## src/rtl/ps2_keyboard_ascii_pkg.sv

```systemverilog
// Shared scancode constants, decoder state encoding and keymap entry type.
// Latency: none (declarations only).
// Backpressure: none (declarations only).
package ps2_keyboard_ascii_pkg;

   // ASCII codes produced for the special keys.
   localparam logic [7:0] ENTER     = 8'h0D;
   localparam logic [7:0] BACKSPACE = 8'h08;
   localparam logic [7:0] BLANK     = 8'h20;

   // Scancode set 2 prefixes and modifier keys.
   localparam logic [7:0] SC_BREAK  = 8'hF0;
   localparam logic [7:0] SC_EXT    = 8'hE0;
   localparam logic [7:0] SC_LSHIFT = 8'h12;
   localparam logic [7:0] SC_RSHIFT = 8'h59;
   localparam logic [7:0] SC_CAPS   = 8'h58;
   localparam logic [7:0] SC_ENTER  = 8'h5A;

   typedef enum logic [1:0] {IDLE, BRK, EXT, EXT_BRK} dec_state_t;

   // One keymap row: unshifted/shifted characters, and whether caps lock applies.
   typedef struct packed {
      logic       mapped;
      logic       letter;
      logic [7:0] lo;
      logic [7:0] hi;
   } rom_ent_t;

   function automatic rom_ent_t letter_ent(input logic [7:0] lo);
      return '{1'b1, 1'b1, lo, lo - 8'h20};
   endfunction

   function automatic rom_ent_t sym_ent(input logic [7:0] lo, input logic [7:0] hi);
      return '{1'b1, 1'b0, lo, hi};
   endfunction

endpackage

```

## src/rtl/ps2_keyboard_ascii_if.sv

```systemverilog
// PS/2 pin inputs and key/status outputs of the keyboard front end.
// Latency: none (wiring only).
// Backpressure: none; outputs are levels and pulses with no ready.
interface ps2_keyboard_ascii_if;
   logic       ps2_clk;
   logic       ps2_data;
   logic [7:0] kb_input;
   logic       input_valid;
   logic       scan_err;
   logic       overflow;

   modport master (input ps2_clk, ps2_data, output kb_input, input_valid, scan_err, overflow);
   modport slave  (output ps2_clk, ps2_data, input kb_input, input_valid, scan_err, overflow);
endinterface

```

## src/rtl/ps2_keyboard_ascii_scan2ascii.sv

```systemverilog
// Combinational scancode-set-2 to ASCII keymap with shift and caps-lock handling.
// Latency: purely combinational.
// Backpressure: none.
module ps2_scan2ascii import ps2_keyboard_ascii_pkg::*; (
   input  logic [7:0] scancode,
   input  logic       shift,
   input  logic       caps,
   output logic [7:0] ascii,
   output logic       mapped
);
   rom_ent_t ent;

   // Keymap lookup; anything not listed is unmapped.
   always_comb begin
      ent = '0;
      case (scancode)
         8'h1C: ent = letter_ent("a");   8'h32: ent = letter_ent("b");
         8'h21: ent = letter_ent("c");   8'h23: ent = letter_ent("d");
         8'h24: ent = letter_ent("e");   8'h2B: ent = letter_ent("f");
         8'h34: ent = letter_ent("g");   8'h33: ent = letter_ent("h");
         8'h43: ent = letter_ent("i");   8'h3B: ent = letter_ent("j");
         8'h42: ent = letter_ent("k");   8'h4B: ent = letter_ent("l");
         8'h3A: ent = letter_ent("m");   8'h31: ent = letter_ent("n");
         8'h44: ent = letter_ent("o");   8'h4D: ent = letter_ent("p");
         8'h15: ent = letter_ent("q");   8'h2D: ent = letter_ent("r");
         8'h1B: ent = letter_ent("s");   8'h2C: ent = letter_ent("t");
         8'h3C: ent = letter_ent("u");   8'h2A: ent = letter_ent("v");
         8'h1D: ent = letter_ent("w");   8'h22: ent = letter_ent("x");
         8'h35: ent = letter_ent("y");   8'h1A: ent = letter_ent("z");
         8'h16: ent = sym_ent("1", "!"); 8'h1E: ent = sym_ent("2", "@");
         8'h26: ent = sym_ent("3", "#"); 8'h25: ent = sym_ent("4", "$");
         8'h2E: ent = sym_ent("5", "%"); 8'h36: ent = sym_ent("6", "^");
         8'h3D: ent = sym_ent("7", "&"); 8'h3E: ent = sym_ent("8", "*");
         8'h46: ent = sym_ent("9", "("); 8'h45: ent = sym_ent("0", ")");
         8'h0E: ent = sym_ent(8'h60, "~"); 8'h4E: ent = sym_ent("-", "_");
         8'h55: ent = sym_ent("=", "+"); 8'h54: ent = sym_ent("[", "{");
         8'h5B: ent = sym_ent("]", "}"); 8'h5D: ent = sym_ent(8'h5C, "|");
         8'h4C: ent = sym_ent(";", ":"); 8'h52: ent = sym_ent("'", 8'h22);
         8'h41: ent = sym_ent(",", "<"); 8'h49: ent = sym_ent(".", ">");
         8'h4A: ent = sym_ent("/", "?");
         8'h29: ent = sym_ent(BLANK, BLANK);
         8'h5A: ent = sym_ent(ENTER, ENTER);
         8'h66: ent = sym_ent(BACKSPACE, BACKSPACE);
         default: ent = '0;
      endcase
   end

   assign mapped = ent.mapped;
   // Caps lock only inverts the case of letters; symbols follow shift alone.
   assign ascii  = ent.letter ? ((shift ^ caps) ? ent.hi : ent.lo)
                              : (shift ? ent.hi : ent.lo);
endmodule

```

## src/rtl/ps2_keyboard_ascii.sv

```systemverilog
// PS/2 keyboard front end: receive frames, queue scancodes, decode make/break into a held ASCII level.
// Latency: key output registered 2 cycles after the synced stop-bit edge (pin edge + 4 clk) with an empty queue.
// Backpressure: none from downstream; a full scancode queue drops new bytes and sets sticky overflow.
module ps2_keyboard_ascii import ps2_keyboard_ascii_pkg::*; #(
   parameter int FIFO_DEPTH = 8,
   parameter int TIMEOUT    = 5000
) (
   input logic                  clk,
   input logic                  clrn,
   ps2_keyboard_ascii_if.master kb
);
   localparam int              AW        = $clog2(FIFO_DEPTH);
   localparam int              TW        = $clog2(TIMEOUT + 1);
   localparam logic [AW:0]     PTR_ONE   = (AW + 1)'(1);
   localparam logic [TW-1:0]   IDLE_ONE  = TW'(1);
   localparam logic [TW-1:0]   IDLE_LAST = TW'(TIMEOUT - 1);

   logic [2:0]    clk_sync;
   logic [1:0]    dat_sync;
   logic          fall, data_bit;
   logic [3:0]    bit_cnt;
   logic [9:0]    shreg;
   logic [TW-1:0] idle_cnt;
   logic          frame_end, frame_ok, push;
   logic          scan_err_q, overflow_q;
   logic [7:0]    mem [FIFO_DEPTH];
   logic [AW:0]   wr_ptr, rd_ptr;
   logic          empty, full, pop, wr_en;
   logic [7:0]    rd_dat;
   dec_state_t    state, state_nxt;
   logic          ev_make, ev_brk, ev_ext;
   logic          lshift, rshift, caps, caps_down;
   logic [7:0]    held, kb_q, rom_ascii, key_ascii;
   logic          vld_q, rom_mapped, key_mapped;

   // Two-flop synchronisers; a third clock flop holds the previous synced level for edge detect.
   always_ff @(posedge clk or negedge clrn) begin
      if (!clrn) begin
         clk_sync <= 3'b111;
         dat_sync <= 2'b11;
      end else begin
         clk_sync <= {clk_sync[1:0], kb.ps2_clk};
         dat_sync <= {dat_sync[0], kb.ps2_data};
      end
   end

   assign fall     = clk_sync[2] & ~clk_sync[1];
   assign data_bit = dat_sync[1];

   // Stop bit is checked as it arrives so the byte lands in the queue on the same edge.
   assign frame_end = fall && (bit_cnt == 4'd10);
   assign frame_ok  = ~shreg[0] & data_bit & (^shreg[9:1]);
   assign push      = frame_end & frame_ok;

   // Bit receiver with idle timeout that silently abandons a partial frame.
   always_ff @(posedge clk or negedge clrn) begin
      if (!clrn) begin
         bit_cnt    <= '0;
         shreg      <= '0;
         idle_cnt   <= '0;
         scan_err_q <= 1'b0;
      end else begin
         scan_err_q <= frame_end & ~frame_ok;
         if (fall) begin
            shreg    <= {data_bit, shreg[9:1]};
            bit_cnt  <= frame_end ? 4'd0 : bit_cnt + 4'd1;
            idle_cnt <= '0;
         end else if (bit_cnt != 4'd0) begin
            if (idle_cnt == IDLE_LAST) begin
               bit_cnt  <= '0;
               idle_cnt <= '0;
            end else begin
               idle_cnt <= idle_cnt + IDLE_ONE;
            end
         end
      end
   end

   // Scancode queue; a simultaneous pop frees the slot a push needs, even when full.
   assign empty  = (wr_ptr == rd_ptr);
   assign full   = (wr_ptr[AW] != rd_ptr[AW]) && (wr_ptr[AW-1:0] == rd_ptr[AW-1:0]);
   assign pop    = ~empty;
   assign wr_en  = push & (~full | pop);
   assign rd_dat = mem[rd_ptr[AW-1:0]];

   // Queue storage needs no reset: only entries between the pointers are ever read.
   always_ff @(posedge clk) begin
      if (wr_en) mem[wr_ptr[AW-1:0]] <= shreg[8:1];
   end

   // Queue pointers and the sticky drop flag.
   always_ff @(posedge clk or negedge clrn) begin
      if (!clrn) begin
         wr_ptr     <= '0;
         rd_ptr     <= '0;
         overflow_q <= 1'b0;
      end else begin
         if (wr_en) wr_ptr <= wr_ptr + PTR_ONE;
         if (pop)   rd_ptr <= rd_ptr + PTR_ONE;
         if (push && !wr_en) overflow_q <= 1'b1;
      end
   end

   // Decoder state register.
   always_ff @(posedge clk or negedge clrn) begin
      if (!clrn) state <= IDLE;
      else       state <= state_nxt;
   end

   // Prefix tracking: classify each popped byte as make or break, plain or extended.
   always_comb begin
      state_nxt = state;
      ev_make   = 1'b0;
      ev_brk    = 1'b0;
      ev_ext    = 1'b0;
      if (pop) begin
         case (state)
            IDLE: begin
               if (rd_dat == SC_BREAK)    state_nxt = BRK;
               else if (rd_dat == SC_EXT) state_nxt = EXT;
               else                       ev_make   = 1'b1;
            end
            BRK: begin
               ev_brk    = 1'b1;
               state_nxt = IDLE;
            end
            EXT: begin
               if (rd_dat == SC_BREAK) begin
                  state_nxt = EXT_BRK;
               end else begin
                  ev_make   = 1'b1;
                  ev_ext    = 1'b1;
                  state_nxt = IDLE;
               end
            end
            default: begin
               ev_brk    = 1'b1;
               ev_ext    = 1'b1;
               state_nxt = IDLE;
            end
         endcase
      end
   end

   ps2_scan2ascii u_map (
      .scancode (rd_dat),
      .shift    (lshift | rshift),
      .caps     (caps),
      .ascii    (rom_ascii),
      .mapped   (rom_mapped)
   );

   // Keypad Enter is the only extended key with a character.
   assign key_mapped = ev_ext ? (rd_dat == SC_ENTER) : rom_mapped;
   assign key_ascii  = ev_ext ? ENTER : rom_ascii;

   // Modifier state and held-key outputs; typematic repeats of the held key change nothing.
   always_ff @(posedge clk or negedge clrn) begin
      if (!clrn) begin
         lshift    <= 1'b0;
         rshift    <= 1'b0;
         caps      <= 1'b0;
         caps_down <= 1'b0;
         held      <= '0;
         kb_q      <= '0;
         vld_q     <= 1'b0;
      end else begin
         if (ev_make) begin
            if (!ev_ext) begin
               if (rd_dat == SC_LSHIFT) lshift <= 1'b1;
               if (rd_dat == SC_RSHIFT) rshift <= 1'b1;
               if (rd_dat == SC_CAPS && !caps_down) begin
                  caps      <= ~caps;
                  caps_down <= 1'b1;
               end
            end
            if (key_mapped && !(vld_q && rd_dat == held)) begin
               kb_q  <= key_ascii;
               vld_q <= 1'b1;
               held  <= rd_dat;
            end
         end
         if (ev_brk) begin
            if (!ev_ext) begin
               if (rd_dat == SC_LSHIFT) lshift    <= 1'b0;
               if (rd_dat == SC_RSHIFT) rshift    <= 1'b0;
               if (rd_dat == SC_CAPS)   caps_down <= 1'b0;
            end
            if (vld_q && rd_dat == held) begin
               kb_q  <= '0;
               vld_q <= 1'b0;
            end
         end
      end
   end

   assign kb.kb_input    = kb_q;
   assign kb.input_valid = vld_q;
   assign kb.scan_err    = scan_err_q;
   assign kb.overflow    = overflow_q;
endmodule

```

## src/flat_wrapper.sv

```systemverilog
// flat-port wrapper written by rule: the top's interface ports become plain ports
module ps2_keyboard_ascii_flat import ps2_keyboard_ascii_pkg::*;
#(
   parameter int FIFO_DEPTH = 8,
   parameter int TIMEOUT    = 5000
)
  (clk, clrn, kb_ps2_clk, kb_ps2_data, kb_kb_input, kb_input_valid, kb_scan_err, kb_overflow);
  ps2_keyboard_ascii_if kb_i ();
  input logic clk;
  input logic clrn;
  input wire logic [$bits(kb_i.ps2_clk)-1:0] kb_ps2_clk;
  input wire logic [$bits(kb_i.ps2_data)-1:0] kb_ps2_data;
  output wire logic [$bits(kb_i.kb_input)-1:0] kb_kb_input;
  output wire logic [$bits(kb_i.input_valid)-1:0] kb_input_valid;
  output wire logic [$bits(kb_i.scan_err)-1:0] kb_scan_err;
  output wire logic [$bits(kb_i.overflow)-1:0] kb_overflow;
  assign kb_i.ps2_clk = kb_ps2_clk;
  assign kb_i.ps2_data = kb_ps2_data;
  assign kb_kb_input = kb_i.kb_input;
  assign kb_input_valid = kb_i.input_valid;
  assign kb_scan_err = kb_i.scan_err;
  assign kb_overflow = kb_i.overflow;
  ps2_keyboard_ascii #(.FIFO_DEPTH(FIFO_DEPTH), .TIMEOUT(TIMEOUT)) u_core (.clk(clk), .clrn(clrn), .kb(kb_i));
endmodule
```

## config.mk

```make
export PLATFORM = sky130hd
export DESIGN_NAME = ps2_keyboard_ascii_flat
export DESIGN_NICKNAME = d
export VERILOG_FILES = /design/src/rtl/ps2_keyboard_ascii_pkg.sv /design/src/rtl/ps2_keyboard_ascii_if.sv /design/src/rtl/ps2_keyboard_ascii_scan2ascii.sv /design/src/rtl/ps2_keyboard_ascii.sv /design/src/flat_wrapper.sv
export SDC_FILE = /design/constraint.sdc
export NUM_CORES = 1
export LEC_CHECK = 0
export ABC_AREA = 0
export CAP_MARGIN = 20
export CORE_ASPECT_RATIO = 1.75
export CORE_MARGIN = 2
export CORE_UTILIZATION = 65
export DETAILED_ROUTE_END_ITERATION = 8
export GPL_ROUTABILITY_DRIVEN = 1
export PLACE_DENSITY = 0.83
export SYNTH_ARGS = -nofsm -noshare
export SYNTH_HDL_FRONTEND = slang
export SYNTH_HIERARCHICAL = 1
export SYNTH_SLANG_ARGS = --single-unit
```

## constraint.sdc

```tcl
create_clock -name clk -period 10.07 [get_ports clk]
set_clock_uncertainty 0.2 [all_clocks]
set_input_delay 1.007 -clock clk [delete_from_list [all_inputs] [get_ports clk]]
set_output_delay 1.007 -clock clk [all_outputs]
set_load 0.01 [all_outputs]
```

==> impl_summary.md, run 1 <==
Clock network
After clock tree synthesis, the setup repair step added 0 buffers. After clock tree synthesis, the clock-pin slew on the worst setup and hold paths is ~0.060 ns. In this run the clock root is driven by a clkbuf_16.

The number of CTS-inserted buffers is 17. TritonCTS built the clock tree. The buffer depth of the longest clock path is 2. The clock tree synthesis step divided the H-tree into 4 levels. The clock reaches the later pin of the worst-skew pair after 0.41 ns. The tree built by TritonCTS fans out to 129 sinks.

After clock tree synthesis, the flow added hold-fix buffers numbering 0. The post-cts resize count is 0.

Floorplanning
The area of the core is 0.01117 mm². The starting density of the core is roughly 67%. After floorplanning, the core was divided into 51 placement rows. The vertical die dimension is 145.5 µm.

During I/O placement, the number of pins put on the boundary was 15. The chip width is 84.87 µm. The area of the die is between 0.01 and 0.015 mm².

Synthesis
By area the synthesized netlist is led by edfxtp_1, dfrtp_1, nand2_1. The post-synthesis instance area is 0.007438 mm². The cell accounting for the most synthesized area is edfxtp_1.

The synthesized netlist contains 79 unique library cells. The post-synthesis cell count is around 700. The share of synthesized area in the top cell type comes to 25.84%.

The post-synthesis register bit count is approximately 130. Sequential cells were found to cover 47.79% of the synthesized design area. Among all flip-flop cells after synthesis, the most frequent one is edfxtp_1. The number of warnings issued by yosys is 6. Counting flops with an async set or reset pin after synthesis yields a share of 50.39%. The per-instance average area after synthesis is 10.61 µm².

Counting flops with a built-in enable in the synthesized netlist gives 64. Synthesis produced a netlist with a net count of 719.

Layout
The number of nets at the end of the flow is between 700 and 800. The area occupied by registers is 0.003555 mm². The repair_antennas step left the layout with diodes totalling 0. From synthesis to final layout, the design area changed by 10.46%. The post-route netlist has 13.45% of its cells at a drive strength greater than 1.

The final-layout fill cell count is 686. The final design instance area without fill is 0.008217 mm². The multi-input combinational cell area is 0.003641 mm².

Placed design
Input and output buffers added on the ports amount to 14. The weighted congestion reported at the end of routability-driven placement is between 0.9 and 1. The HPWL reported at the end of detailed placement is ~16 mm. The cell area reported after detailed placement is 0.007642 mm².

STA
The final-report max-slew violation count is 0. Counting I/O delays and the setup requirement, the final critical path takes 5.438 ns. The final cycle utilization of the critical path is 54.00%. The hold violation count in the final report is 0. For the pin with the worst max-slew slack, the measured transition is 1.068 ns. Measured against its own limit, the worst slew margin works out to about 29%.

The top achievable clock speed is 183.9 MHz. Setup repair after global routing left no endpoint under its margin. Setup total negative slack on the finished layout was measured at 0 ns.

The count of final setup violators is 0.

Outcome
The flow ran to the end, and the final reports show no timing, DRC or antenna violations.

Setup path
The type of the worst setup path is flop to flop. The number of cells on the worst reg-to-reg path is 13. The data arrival time of the critical path is 5.57 ns. The worst setup path is captured at a flop. The family with the most delay on the worst path is multiplexers.

The worst endpoint required time is 10.20 ns. Counting both buffers and inverters, the worst setup path holds a total of 1. STA classifies the critical path startpoint as a flop. The number of stages on the worst setup path is 13.

The highest cell delay on the worst timing path is 0.88 ns. Walking the worst path, the cells encountered are mux4_2 > mux2i_1 > inv_1 > ha_1 > nor2b_1 > nor3_1 > a31oi_1 > nand3_1 > a31oi_1 > nand2_1 > o21ai_4 > o21ai_2 > mux2i_1. The maximum net fanout on the critical path is 18. Among all stages on the critical path, the largest delay is contributed by dfrtp_1.

Route
The first detailed-routing pass ran for 7 iterations. After detailed routing, the number of remaining DRC violations is 0. The number of nets still failing antenna checks after routing is 0. Summed over all layers, the routed wires come to 24.37 mm. The number of vias in the routed layout is 6277. In this run, the number of DRC markers left after iteration 0 of detailed routing was 643.

After detailed routing, the number of vias per cell comes to 7.359. After detailed routing, the average wire length per cell comes to 28.57 µm.

Global routing
The initial antenna violation count is 0. The total global routing overflow is 0. The via count of the first global-routing pass is 6251. Global routing used 40.82% of the available tracks. Entering global routing, the biggest net connects 66 pins. The wire length of the first global-routing pass is around 37 mm.

Min path
The worst hold-check path type is flop to flop. Counting instances, the worst hold path has a depth of 0.

Job
The tool flagged a number of max-cap violations equal to 0.
-- routing by layer --
| layer | GRT usage (%) | part of all wire, % | vias up |
|---|---|---|---|
| met3 | 6.920 | 7.7 | 140 |
| li1 | - | - | 2613 |
| met4 | 28.73 | 8.0 | 0 |
| met1 | 44.46 | 31 | 3023 |
| met2 | 70.59 | 53 | 501 |
| met5 | 0 | 0 | - |
-- Yosys cell counts (4+ instances only) --
library cell   n
a211oi_1       4
a21o_1         7
a21oi_1       22
a22oi_1        6
a311oi_1       4
a31oi_1       14
and2_1        10
and3_1        10
buf_1          4
buf_2         14
clkbuf_1      15
dfrtp_1       60
dfstp_2        5
edfxtp_1      64
ha_1          14
inv_1         15
mux2_2        15
mux2_4         9
mux2i_1       18
mux4_2        10
nand2_1       92
nand2b_1      20
nand3_1       16
nand3b_1       5
nand4_1        6
nor2_1        38
nor2b_1       17
nor3_1        10
nor4_1         7
o211ai_1       7
o21ai_0       51
o2bb2ai_1      4
o31ai_1        6
or2_2          6
xnor2_1       16
xor2_1        11
-- placed cells by master, fill, tap and decap left out, types with 10 or more instances in the layout --
| cell | count |
|---|---|
| and2_1 | 10 |
| xnor2_1 | 16 |
| mux2i_1 | 18 |
| nor2b_1 | 17 |
| nor3_1 | 10 |
| nand3_1 | 16 |
| nor2_1 | 38 |
| clkbuf_16 | 17 |
| inv_1 | 15 |
| edfxtp_1 | 64 |
| o21ai_0 | 51 |
| buf_4 | 12 |
| dfrtp_1 | 60 |
| clkdlybuf4s50_1 | 13 |
| nand2b_1 | 20 |
| mux2_2 | 15 |
| nand2_1 | 92 |
| a21oi_1 | 22 |
| a31oi_1 | 14 |
| ha_1 | 14 |
| and3_1 | 10 |
| mux4_2 | 10 |
| xor2_1 | 11 |
-- final timing paths --
kind                                     from                    end  slack [ns]
hold reg to reg            u_core/clk_sync[0]     u_core/clk_sync[1]        0.15
max in group asynchronous                clrn         u_core/held[1]        8.46
hold / removal             u_core/clk_sync[0]     u_core/clk_sync[1]        0.15
setup reg to reg             u_core/rd_ptr[2]  u_core/kb.kb_input[7]        4.63
min in group asynchronous                clrn       u_core/rd_ptr[1]        0.64
setup / recovery             u_core/rd_ptr[2]  u_core/kb.kb_input[7]        4.63
-- cell families (layout without fill, tap and decap cells) --
family / after synthesis / count (layout) / synth area share, %
AO/OA/AOI/OAI: 165 / 165 / 15.00
XOR/XNOR: 28 / 28 / 3.482
adder cells (fa/ha/maj): 14 / 14 / 2.355
buffers and inverters: 55 / 75 / 3.364
flip-flops: 129 / 129 / 47.79
multiplexers: 55 / 55 / 10.60
other: 1 / 1 / 0.05041
AND/OR/NAND/NOR: 254 / 254 / 17.36
-- flip-flops by register name, indices dropped and copies added (netlist names), 4 cells and up --
name and count:
u_core/shreg 10, u_core/wr_ptr 4, u_core/bit_cnt 4, u_core/held 8
u_core/rd_ptr 4, u_core/kb.kb_input 8, u_core/mem 64, u_core/idle_cnt 13
-- worst reg2reg max path, stage by stage, from the launching register on --
cell	delay, ns
dfrtp_1	0.88
mux4_2	0.61
mux2i_1	0.40
inv_1	0.41
ha_1	0.51
nor2b_1	0.33
nor3_1	0.56
a31oi_1	0.15
nand3_1	0.14
a31oi_1	0.12
nand2_1	0.15
o21ai_4	0.08
o21ai_2	0.53
mux2i_1	0.29
-- final cells by class --
class / count / share of cell area (%)
Clock buffer: 21 / 5.604
Clock inverter: 11 / 1.294
Inverter: 17 / 0.7766
Multi-Input combinational cell: 517 / 44.31
Sequential cell: 129 / 43.26
Tap cell: 132 / 2.010
Timing Repair Buffer: 26 / 2.741
-- metrics by stage --
step | setup WS (ns) | util (%) | hold WS [ns] | std cells
6_report | 4.632 | 73.58 | 0.1521 | 853
5_1_grt | 4.521 | 73.58 | 0.1522 | 853
4_1_cts | 4.905 | 73.51 | 0.1533 | 852
3_5_place_dp | 4.899 | 68.44 | 0.1478 | 820
3_3_place_gp | 5.048 | 68.44 | 0.1537 | 820
2_1_floorplan | 6.022 | - | 0.1452 | 701
Power of run 1 is not shown: default switching activity piles up to over one toggle a cycle in this logic, so the estimate is an artifact.
==> inputs of run 2 (changes only) <==
CORE_UTILIZATION = 57   (was 65)
PLACE_DENSITY = 0.77   (was 0.83)
clock period = 4.75 ns   (was 10.07 ns; I/O delays follow)
==> impl_summary.md, run 2 (synthesis results as in run 1) <==
Outcome
Status: complete, no violations (unchanged).

Global routing
The global-route usage over all layers is 32.42% (was 40.82%). The pin count of the biggest net entering global routing is 66 (unchanged). The total global routing overflow is 0 (unchanged). The initial antenna violation count came to 0 (unchanged).

The via count of the first global-routing pass came to 5819 (was 6251). The wire length of the first global-routing pass was 33.98 mm (was 37.19 mm).

Clock network
The clock transition at the registers of the reported paths is 0.07 ns (was 0.06 ns). The buffer depth of the longest clock path is 2 (unchanged). The clock latency reported for the late side of the worst-skew pair is 0.42 ns (was 0.41 ns).

The number of CTS-inserted buffers is 17 (unchanged). The post-cts resize count came to 0 (unchanged). The level count of the clock H-tree is 4 (unchanged). The number of buffers inserted to repair setup after CTS was 0 (unchanged). The hold-fix buffer count after cts is 0 (unchanged). The cell chosen for the clock root is clkbuf_16 (unchanged). The number of sinks on the clock net is 129 (unchanged). The TritonCTS clock tree is yes (unchanged).

Route
The number of vias in the routed layout is 5825 (was 6277). The number of nets still failing antenna checks after routing is 0 (unchanged). The detailed route wirelength on metal2 came to 12.26 mm (was 12.86 mm). The final routed DRC violation total is 0 (unchanged). The per-cell routed wire length was 24.26 µm (was 28.57 µm). The topmost layer with routed signal wires was met4 (unchanged). The post-detailed-routing wire length is 22.05 mm (was 24.37 mm).

The number of optimization iterations in the first detailed-route pass came to 5 (was 7). The number of DRC markers in iteration 0 is 443 (was 643). The average vias per placed instance is 6.408 (was 7.359). The total length of routed met3 wires is 992 µm (was 1.886 mm). The met1 layer wirelength in the final routing is 7.610 mm (was 7.662 mm).

Setup path
The type of the worst setup path was flop to flop (unchanged). The data arrival time of the critical path was 4.54 ns (was 5.57 ns). The worst endpoint required time came to 4.89 ns (was 10.20 ns). The type of element capturing the critical path is a flop (unchanged).

The reg-to-reg endpoint is u_core/kb.kb_input[4] (was u_core/kb.kb_input[7]). The category of the worst setup path launch point is a flop (unchanged). The number of cells traversed by the worst register-to-register path is 13 (unchanged).

The origin of the critical flop-to-flop path is u_core/rd_ptr[1] (was u_core/rd_ptr[2]). The maximum net fanout on the critical path was 17 (was 18). The register-to-register path setup slack came to 0.35 ns (was 4.63 ns).

Layout
The number of nets at the end of the flow is 743 (was 726). The layout-stage area growth over the synthesis result is 13.15% (was 10.46%). The most common cell after layout, fill and taps aside is nand2_1 (unchanged).

The number of antenna diodes was 0 (unchanged). The flip-flop count of the largest register after layout is 64 (unchanged). Commonest non-fill, non-tap cells in the layout: nand2_1, edfxtp_1, dfrtp_1 (unchanged). The final core utilization is 65.41% (was 73.58%). The share of layout cells above drive strength 1 is 15.85% (was 13.45%).

STA
The relative slew slack is 34.83% (was 28.62%). The count of final setup violators is 0 (unchanged). The setup total negative slack was 0 ns (unchanged).

The clock period minus worst slack was 4.405 ns (was 5.438 ns). The measured slew at the worst slew-check pin is 0.9739 ns (was 1.068 ns). The hold violation count in the final report is 0 (unchanged). The final cycle utilization of the critical path is 92.73% (was 54.00%).

The final-report max-slew violation count is 0 (unchanged). The top achievable clock speed is 227.0 MHz (was 183.9 MHz). Unrepaired setup endpoints after global routing: no (unchanged).

Floorplanning
The top-level I/O count is 15 (unchanged). The chip width was 90.36 µm (was 84.87 µm). The starting density of the core is 57.80% (was 66.61%). The vertical die dimension is 155.1 µm (was 145.5 µm). The area of the core is 0.01287 mm² (was 0.01117 mm²).

The row count is 55 (was 51). The area of the die is 0.01402 mm² (was 0.01235 mm²).

Job
The number of violations of the max-capacitance limit is 0 (unchanged).

Min path
The worst hold-check path type is primary input to asynchronous set/reset pin (was flop to flop).

Placed design
The weighted congestion reported at the end of routability-driven placement is 1.071 (was 0.9727). The count of input and output buffers is 14 (unchanged). The HPWL reported at the end of detailed placement is 15.28 mm (was 15.71 mm).
-- run 2: cell count changes in the layout (fill, tap and decap cells not counted), moves of 2 or more --
cell	previous run	this run
inv_8	0	3
clkbuf_1	2	0
inv_6	2	5
buf_4	12	29
clkbuf_8	2	0
-- run 2: how the worst max path moves through the flow --
stage                startpoint                    end  slack (ns)  depth (start not counted)
6_report       u_core/rd_ptr[1]  u_core/kb.kb_input[4]        0.35                         13
5_1_grt        u_core/rd_ptr[1]  u_core/kb.kb_input[3]        0.24                         13
4_1_cts        u_core/rd_ptr[1]  u_core/kb.kb_input[7]        0.44                         14
3_5_place_dp   u_core/rd_ptr[1]  u_core/kb.kb_input[7]        0.53                         14
3_3_place_gp   u_core/rd_ptr[1]  u_core/kb.kb_input[4]        0.60                         13
2_1_floorplan  u_core/rd_ptr[2]  u_core/kb.kb_input[3]        0.70                         15
-- run 2: worst max-delay path: stages (launching register included) --
cell	delay, ns
dfrtp_1	0.76
mux4_2	0.42
mux2i_1	0.36
inv_1	0.11
buf_4	0.22
ha_1	0.26
nand2b_1	0.30
a221o_1	0.40
a221oi_1	0.69
a21oi_1	0.16
nor2_1	0.11
mux2_2	0.16
nand2_1	0.05
mux2i_1	0.14
-- run 2: per-layer routing --
| metal | GRT usage (%) | vias to the layer above |
|---|---|---|
| met1 | 33.58 | 2840 |
| met4 | 18.39 | 0 |
| met5 | 0 | - |
| li1 | - | 2642 |
| met2 | 61.15 | 278 |
| met3 | 5.424 | 65 |
-- run 2: area by class of cell --
type / count / area (µm²)
Inverter: 17 / 63.81
Clock inverter: 15 / 165.2
Tap cell: 171 / 214.0
Multi-Input combinational cell: 517 / 3641
Timing Repair Buffer: 43 / 352.8
Fill cell: 961 / 4452
Clock buffer: 17 / 425.4
Sequential cell: 129 / 3555
-- run 2: per-stage QoR --
step                setup slack [ns]  instance area [µm²]  hold slack [ns]  std cells
floorplan                     0.7019                 7438         -0.02059        701
global placement              0.6032                 7819           0.1503        876
detailed placement            0.5282                 7819           0.1481        876
CTS                           0.4364                 8409          0.06696        908
global route                  0.2443                 8417           0.1391        909
finish                        0.3453                 8417          0.05111        909
Power of run 2 is left out for the same reason.
==> inputs of run 3 (changes only) <==
ABC_CLOCK_PERIOD_IN_PS = 4750   (was not set)
==> results of run 3 <==
Final layout, timing and power as in run 2 (identical DEF).
Power of run 3 is left out for the same reason.
==> edit, RTL diff (settings of run 2) <==
`TIMEOUT` is set to 5000 in 2 places; all go to 1250.
--- a/src/rtl/ps2_keyboard_ascii.sv
+++ b/src/rtl/ps2_keyboard_ascii.sv
@@ -4,5 +4,5 @@
 module ps2_keyboard_ascii import ps2_keyboard_ascii_pkg::*; #(
    parameter int FIFO_DEPTH = 8,
-   parameter int TIMEOUT    = 5000
+   parameter int TIMEOUT    = 1250
 ) (
    input logic                  clk,
--- a/src/flat_wrapper.sv
+++ b/src/flat_wrapper.sv
@@ -3,5 +3,5 @@
 #(
    parameter int FIFO_DEPTH = 8,
-   parameter int TIMEOUT    = 5000
+   parameter int TIMEOUT    = 1250
 )
   (clk, clrn, kb_ps2_clk, kb_ps2_data, kb_kb_input, kb_input_valid, kb_scan_err, kb_overflow);
Function: no difference found for any inputs over 10 cycles, from zero or initial values; that may be too few to reach the edited logic, so the function may still have changed.
==> edit against run 2 <==
Cell area decreased by 0.88%; critical path type unchanged; core utilization increased by 1.3 points; sequential share of layout area decreased by 0.21 points; sequential cell count decreased by 2; area after synthesis decreased by 1.4%; synthesized cell count decreased by 3.4%; global-route usage decreased by 1.5 points; count of clock-buffer cells in the layout unchanged; wire length decreased by 6.1%; via count decreased by 1.0%; setup slack improved by 0.043 ns.
Power is not shown: default switching activity piles up to over one toggle a cycle in this logic, so the estimate is an artifact.
==> edit: results <==
setup_path:
  timing.rr.end: "u_core/kb.kb_input[2]$_DFF_PN0_"
  rr_worst_depth: 14
  cell_with_the_biggest_individual_delay_on_the_critical_path: "nor3_1"
  maximum_cell_stage_delay_along_the_critical_path_ns: 0.66
  worst_r2r_startpoint: "u_core/rd_ptr[0]$_DFFE_PN0P_"
  reg2reg_setup_slack_ns: 0.39
  cp_delay_by_family_top: "simple AND/OR/NAND/NOR gates"
  worst-path-max-fanout: 55
  worst_ep_arrival_time_ns: 4.48
synth:
  synth_fp_nets: 696
  asyncSetResetFlopFracSynth_pct: 49.61
  synth-compound-area-share_pct: 15.76
  synth_adder_area_share_pct: 2.558
  combinational_family_with_the_most_area_after_synthesis: "compound AO/OA/AOI/OAI gates"
  part_of_the_yosys_area_used_for_sequential_elements_pct: 47.77
  synth.area.mux_share_pct: 10.35
  yosys.cell_types.count: 81
  xor_xnor_fraction_of_synth_area_pct: 3.769
  netlist_top_cells_count: "edfxtp_1, dfrtp_1, o21ai_0"
sta:
  maxSlewHeadroom_pct: 33.42
clock_network:
  cts_htree_levels: 4
  cts_setup_buffers: 0
  cts_repair_resize_count: 0
  clkSinkCount: 127
route:
  met2_length_mm: 11.25
  detail_route.vias_per_cell: 6.516
  m1WireLength_mm: 6.925
  routed_wl_mm: 20.71
  drtIter0Drc: 410
  met3_length_mm: 1.070
placed_design:
  dp.final_hpwl_mm: 14.86
  finalWeightedCongestion: 1.143
  portBuffers: 14
final_layout:
  nClkBuffers: 17
  final.signal_buffer_count: 50
  layout.filler_cells: 960
  fin_nets: 723
  clock_tree_area_fraction_pct: 7.094
  n_multi_input_combinational_cell: 485
  ff_latch_area_sq_um: 3506
  fraction_of_standard_cell_area_in_multi_input_logic_pct: 42.32
  final_layout_size_suffix_gt1_share_pct: 18.69
  buf_share_pct: 5.009
  nNonClkInverters: 23
grt:
  global_route.usage.met2_pct: 57.40
  grt_start_max_net_pins: 64
  grt_pass1_wl_mm: 32.36
  grt_util_all_layers_pct: 30.93
  global_route.usage.met1_pct: 30.80
  met3_layer_usage_reported_by_global_route_pct: 5.977
outcome:
  outcome: "finished clean"
## edit: worst max-delay path by stage
| stage | endpoint | slack [ns] | depth (start not counted) |
|---|---|---|---|
| after floorplan | u_core/held[6]$_DFFE_PN0P_ | 0.78 | 20 |
| after global placement | u_core/held[0]$_DFFE_PN0P_ | 0.33 | 13 |
| after detailed placement | u_core/held[3]$_DFFE_PN0P_ | 0.25 | 13 |
| after CTS | u_core/held[3]$_DFFE_PN0P_ | 0.23 | 13 |
| after global routing | u_core/held[3]$_DFFE_PN0P_ | 0.06 | 13 |
| final | u_core/kb.kb_input[2]$_DFF_PN0_ | 0.39 | 14 |
## edit: stage by stage
stage               worst slack, ns  util, %  instances  hold WS [ns]  area, sq um
floorplan                    0.7760        -        677      -0.02059         7336
global placement             0.3339    61.99        853        0.1496         7749
detailed placement           0.2531    61.99        853        0.1494         7749
CTS                          0.2309    66.73        885       0.02176         8341
global route                0.05940    66.75        885        0.1133         8343
finish                       0.3883    66.75        885       0.02224         8343
